==> src/rtl/ln_scheduler.sv <==
// ln_scheduler: round-robin owner of one layer-norm engine; watchdog optional via LN_SCHED_TIMEOUT_EN
module ln_scheduler #(
   parameter int N_REQ          = 4,
   parameter int TIMEOUT_CYCLES = 1024
) (
   input  logic                     clk,
   input  logic                     rst,
   input  logic [N_REQ-1:0]         req,
   output logic [N_REQ-1:0]         grant,
   output logic [N_REQ-1:0]         ack,
   output logic [$clog2(N_REQ)-1:0] ln_sel,
   output logic                     ln_start,
   input  logic                     ln_done,
   output logic                     busy,
   output logic                     err,
   output logic [$clog2(N_REQ)-1:0] err_id
);
   localparam int W = $clog2(N_REQ);
   typedef enum logic [1:0] {IDLE, START, WAIT, DONE} state_t;
   state_t state_q, state_d;
   logic [W-1:0] ptr_q, ptr_d, win, idx, ln_sel_q;
   logic [N_REQ-1:0] grant_q, ack_q, oh_d;
   logic ln_start_q, busy_q, to_hit;
   // round-robin winner: nearest requester above the pointer, wrapping
   always_comb begin
      win = ptr_q;
      idx = '0;
      for (int i = N_REQ; i >= 1; i--) begin
         idx = W'((int'(ptr_q) + i) % N_REQ);
         if (req[idx]) win = idx;
      end
   end
   // next state; the pointer doubles as the current owner
   always_comb begin
      state_d = state_q;
      ptr_d = ptr_q;
      case (state_q)
         IDLE:    if (|req) begin state_d = START; ptr_d = win; end
         START:   state_d = WAIT;
         WAIT:    if (ln_done || to_hit) state_d = DONE;
         default: state_d = IDLE;
      endcase
   end
   assign oh_d = N_REQ'(1) << ptr_d;
   // state and all outputs registered from next-state values
   always_ff @(posedge clk or posedge rst) begin
      if (rst) begin
         state_q    <= IDLE;
         ptr_q      <= W'(N_REQ - 1);
         grant_q    <= '0;
         ack_q      <= '0;
         ln_sel_q   <= '0;
         ln_start_q <= 1'b0;
         busy_q     <= 1'b0;
      end else begin
         state_q    <= state_d;
         ptr_q      <= ptr_d;
         grant_q    <= (state_d != IDLE) ? oh_d : '0;
         ack_q      <= (state_d == DONE) ? oh_d : '0;
         ln_sel_q   <= (state_d != IDLE) ? ptr_d : '0;
         ln_start_q <= state_d == START;
         busy_q     <= state_d != IDLE;
      end
   end
   assign grant    = grant_q;
   assign ack      = ack_q;
   assign ln_sel   = ln_sel_q;
   assign ln_start = ln_start_q;
   assign busy     = busy_q;
`ifdef LN_SCHED_TIMEOUT_EN
   localparam int CW = $clog2(TIMEOUT_CYCLES + 1);
   logic [CW-1:0] wd_q, wd_d;
   logic err_q, err_d;
   logic [W-1:0] err_id_q;
   assign to_hit = (state_q == WAIT) && (wd_q == CW'(TIMEOUT_CYCLES - 1));
   assign err_d  = to_hit && !ln_done;
   assign wd_d   = (state_d == START) ? '0 : (state_q == WAIT) ? wd_q + 1'b1 : wd_q;
   // watchdog counts WAIT cycles and records the owner that timed out
   always_ff @(posedge clk or posedge rst) begin
      if (rst) begin
         wd_q     <= '0;
         err_q    <= 1'b0;
         err_id_q <= '0;
      end else begin
         wd_q     <= wd_d;
         err_q    <= err_d;
         err_id_q <= err_d ? ptr_q : err_id_q;
      end
   end
   assign err    = err_q;
   assign err_id = err_id_q;
`else
   assign to_hit = 1'b0;
   assign err    = TIMEOUT_CYCLES < 0;
   assign err_id = '0;
`endif
endmodule

==> config.mk <==
export PLATFORM = sky130hd
export DESIGN_NAME = ln_scheduler
export DESIGN_NICKNAME = d
export VERILOG_FILES = /design/src/rtl/ln_scheduler.sv
export SDC_FILE = /design/constraint.sdc
export NUM_CORES = 1
export LEC_CHECK = 0
export CAP_MARGIN = 20
export CORE_MARGIN = 8
export CORE_UTILIZATION = 40
export CTS_CLUSTER_SIZE = 25
export DETAILED_ROUTE_END_ITERATION = 10
export GPL_TIMING_DRIVEN = 0
export PLACE_DENSITY_LB_ADDON = 0.3
export SYNTH_ARGS = -nofsm -noshare
export SYNTH_HDL_FRONTEND = slang
export SYNTH_SLANG_ARGS = --single-unit
==> constraint.sdc <==
create_clock -name clk -period 1.7 [get_ports clk]
set_input_delay 0.34 -clock clk [delete_from_list [all_inputs] [get_ports clk]]
set_output_delay 0.34 -clock clk [all_outputs]
set_load 0.02 [all_outputs]
### Word-level counts from Yosys, hierarchy flattened

Index checks and enable logic that the tools add are counted.

* input port bits: 7
* bits in writable memories: 0
* output and inout port bits: 15
* latch bits: 0
* bits in registers: 16
* memory bits (read-only): 0
* memories kept: 0
* word-level logic and storage cells: 43

* muxes and demuxes: 20
* div/mod/pow operators: 0
* magnitude comparators: 4
* add/sub/neg operators: 4
* reduce and logical (&&, ||, !) cells: 3
* bitwise operators: 0
* equal/unequal tests: 4
* shift-type cells: 1
* $mul: 0

Operator list (count)
* $mux W2: 9
* $lt A2 B3 Y1 const B: 4
* $bmux W1 S2: 4
* $mux W4: 2
* $pmux W2 S3: 1
* $add A2 B1 Y2 const B: 2
* $add A2 B2 Y2 const B: 2
* $eq A2 B1 Y1 const B: 2
* $eq A2 B2 Y1 const B: 2
* $mux W1: 4
* $reduce_or A4 Y1: 1
* $shl A1 B2 Y4 const A: 1
* $logic_not A2 Y1: 1
* $reduce_bool A2 Y1: 1

### Longest topological paths before layout

* depth after elaboration: 11
* mapped depth: 7
* mapped depth without buffers: 7

### Worst setup path before layout

No wires, ideal clock.

* kind: register to register
* from: register state_q[0]
* to: register ack_q[0], in the netlist ack[0]
* period minus slack after synthesis: 1.641 ns
* arrival time: 1.555 ns
* data required time: 1.614 ns
* setup time: 0.086 ns
* path buffers: 0
* path slack: 0.059 ns
* stages on the path, launching flop included: 8
* cells stage by stage: dfrtp_1 -> inv_1 -> ha_1 -> o41ai_4 -> a221o_2 -> o22ai_4 -> inv_2 -> nor3_1

* cells in the longest elaborated chain, start to end: 4
* elaborated cells between the ends (all ways): 10
* those cells by class: 3 x eq/ne; 1 x shift; 5 x mux; 1 x reduce/logical

Ends and longest elaborated chain
* start: declaration: RTL line 20 `state_t state_q, state_d;`
* start signal: assignment: RTL line 56 `state_q <= state_d;`
* $logic_not A2 Y1: RTL line 37 `case (state_q)`
* $mux W2: RTL line 37
* named net ptr_d[1]: RTL line 21 `logic [W-1:0] ptr_q, ptr_d, win, idx, ln_sel_q;`
* $shl A1 B2 Y4: RTL line 44 `assign oh_d = N_REQ'(1) << ptr_d;`
* $mux W4: RTL line 59 `ack_q <= (state_d == DONE) ? oh_d : '0;`
* end signal: assignment: RTL line 59
* end: declaration: RTL line 22 `logic [N_REQ-1:0] grant_q, ack_q, oh_d;`

The timed path passes the listed nets, and every way through them passes these cells.

### Worst setup path after layout

* from: register state_q[0]
* to: register ack_q[1], in the netlist ack[1]

The elaborated chain is that of the path after synthesis.

==> results.cfg <==
[floorplanning]
placementRows = 15
die_h_um = 59.1
die_area_um2 = 3490
die_x_um = 59.1
core_area_um2 = 1750
initial_core_util_pct = 42.5
io_pins = 22

[timing]
worst_pin_slew_ns = 0.564
setup_violations = 0
layout_worst_path_cycle_share_pct = 94.4
fin_hold_ws_ns = 0.405
slew_violations = 0
slew_headroom_pct = 62.4
timing.fmax_ghz = 0.623
min_period_ns = 1.60
hold_viol_final = 0
finalClockSkew_ns = 0.00760
tns_ns = 0

[grt]
grt_start_max_net_pins = 17
grt_pass1_vias = 498
grt_usage_pct = 8.65
grt_pass1_wl_mm = 2.27
grt_antenna_before_repair = 0
grt_overflow = 0

[finish]
nets = 105
fin_cells = 119
drive_gt1_share_pct = 36.2
antenna_cells = 0
area_growth_pct = 46.2

[detailed_routing]
firstDrtPassIters = 2
ant_nets = 0
drt_wl_total_mm = 1.38
drt-initial-drc-count = 5
vias = 542
wl_met1_um = 570
post_drt_via_cell_ratio = 4.55
drc = 0
wl_met3_um = 94
wl_met2_um = 701
routed.top_layer = met4
routedWlPerCell_um = 11.6

[yosys]
synth-compound-area-share_pct = 17.0
avgSynthCellArea_um2 = 12.0
synth_cell_types = 26
ys.flop_type = dfrtp_1
yosysTopAreaCellShare_pct = 47.2
synth_top_family_by_area = compound AO/OA/AOI/OAI gates
post_synth_fa_ha_maj_area_fraction_pct = 5.06
synth_largest_area_cell = dfrtp_1
ys_ff_latch = 16
ys_top_cells_by_area = dfrtp_1 (47%), dfstp_2 (7.1%), nor3_1 (5.4%)
synthSimpleGateAreaFrac_pct = 16.5
synth-edff-count = 0
async_flop_share_pct = 100
ys_warn_count = 0
muxShareOfSynthArea_pct = 0
seq_area_frac_synth_pct = 54.3
synthXorXnorAreaFrac_pct = 0
syn_inst = 62
netlist_area_um2 = 742

[worst_setup_path]
arrival_ns = 1.81
critPathCaptureType = flop
cp_max_fo = 5
crit_path_max_incr_delay_ns = 0.40
critical_path.top_delay_family = compound AO/OA/AOI/OAI gates
crit_path_cell_trace = inv_2 -> ha_4 -> o41ai_4 -> a221o_2 -> o22ai_4 -> inv_2 -> nor3_1
cp_num_buf_inv = 2
cp_slowest_cell = dfrtp_1
crit_type = reg2reg
crit_required_ns = 1.90
start_kind = flop
crit_top_cell = inv_2

[placement]
hpwl_mm = 1.02
placed_cells = 107
io_buffers = 18
place.gp.congestion = 0.708

[clock_tree]
htreeDepth = 1
cts_root_buf = clkbuf_4
clk_latency_ns = 0.28
clockBufferDepth = 2
tritoncts = yes
cts_buffers = 3
clock-sinks = 16
clk_pin_slew_ns = 0.09

[outcome]
outcome = finished clean

[flow_run]
drv_cap = 0

[worst_hold_path]
hp-class = in2async

[pwr]
p_per_area_nw_per_um2 = 2050
p_leak_nw = 0.490
peakVddDrop_mv = 0.988
power_mw = 2.23
## layout by cell type (no fill, tap or decap), drive strengths merged, types with 2 or more instances in the layout
master,count
a21oi,2
buf,11
clkbuf,4
clkdlybuf4s50,14
conb,3
dfrtp,14
dfstp,2
dlygate4sd2,3
ha,3
inv,7
nand2,4
nor2,4
nor2b,2
nor3,8
or2b,2
## final timing paths
kind	from	end	slack [ns]	cells after the start
max	state_q[0]	ack[1]	0.1	7
min	rst	ln_sel[0]	0.41	2
max reg2reg	state_q[0]	ack[1]	0.1	7
min reg2reg	ptr_q[1]	ptr_q[1]	0.64	2
max in group asynchronous	rst	ptr_q[0]	0.91	2
min in group clk	ptr_q[1]	ptr_q[1]	0.64	2
## where the power goes
group          internal (mW)  switching, mW
Clock                 0.0910          0.106
Sequential             0.565         0.0864
Combinational          0.657          0.723
Total                   1.31          0.915
## registers in the layout, summed over array words and instances, names as in the netlist
name and cells:
busy 1, ln_start 1, state_q 2, grant 4, ptr_q 2, ln_sel 2
ack 4
## repair_timing
action                     4_1_cts  5_1_grt
gates resized for setup          6        7
setup endpoints to repair       12       10
setup buffers                    4        4
hold buffers                     0        0
pin swaps                        4        4
## cell usage after synthesis, types with 2 or more instances
cell type	n
nor2_1	3
buf_4	3
ha_1	3
nand2_1	4
dfrtp_1	14
inv_2	2
nor3_1	8
a21oi_1	2
inv_1	5
dfstp_2	2
## final cells by class
type | count | area (um2)
timing repair buffer | 26 | 239
tap | 25 | 31.3
multi-input combinational | 38 | 337
inverter | 7 | 26.3
sequential | 16 | 403
fill | 146 | 661
buffer | 3 | 22.5
clock buffer | 4 | 26.3
## per-layer routing
| layer | up-vias | GRT usage, % |
|---|---|---|
| met1 | 257 | 9.87 |
| li1 | 268 | - |
| met2 | 15 | 13.7 |
| met3 | 2 | 4.12 |
| met4 | 0 | 3.07 |
| met5 | - | 0 |
## cell families (layout without fill, tap and decap cells)
kind of cell    Yosys count  in the layout
buf+inv                  10             40
simple gates             22             22
fa+ha+maj                 3              3
compound gates           10             10
flops                    16             16
other cells               1              3
## stage by stage
step / cell area, um2 / utilization (%) / setup slack (ns)
finish: 1080 / 62.2 / 0.0952
floorplan: 749 / - / 0.0585
global placement: 961 / 55.1 / -0.411
global route: 1080 / 62.2 / -0.0228
CTS: 1030 / 59.1 / 0.0219
detailed placement: 961 / 55.1 / -0.430
No activity file was read; power rests on OpenSTA's default activity.
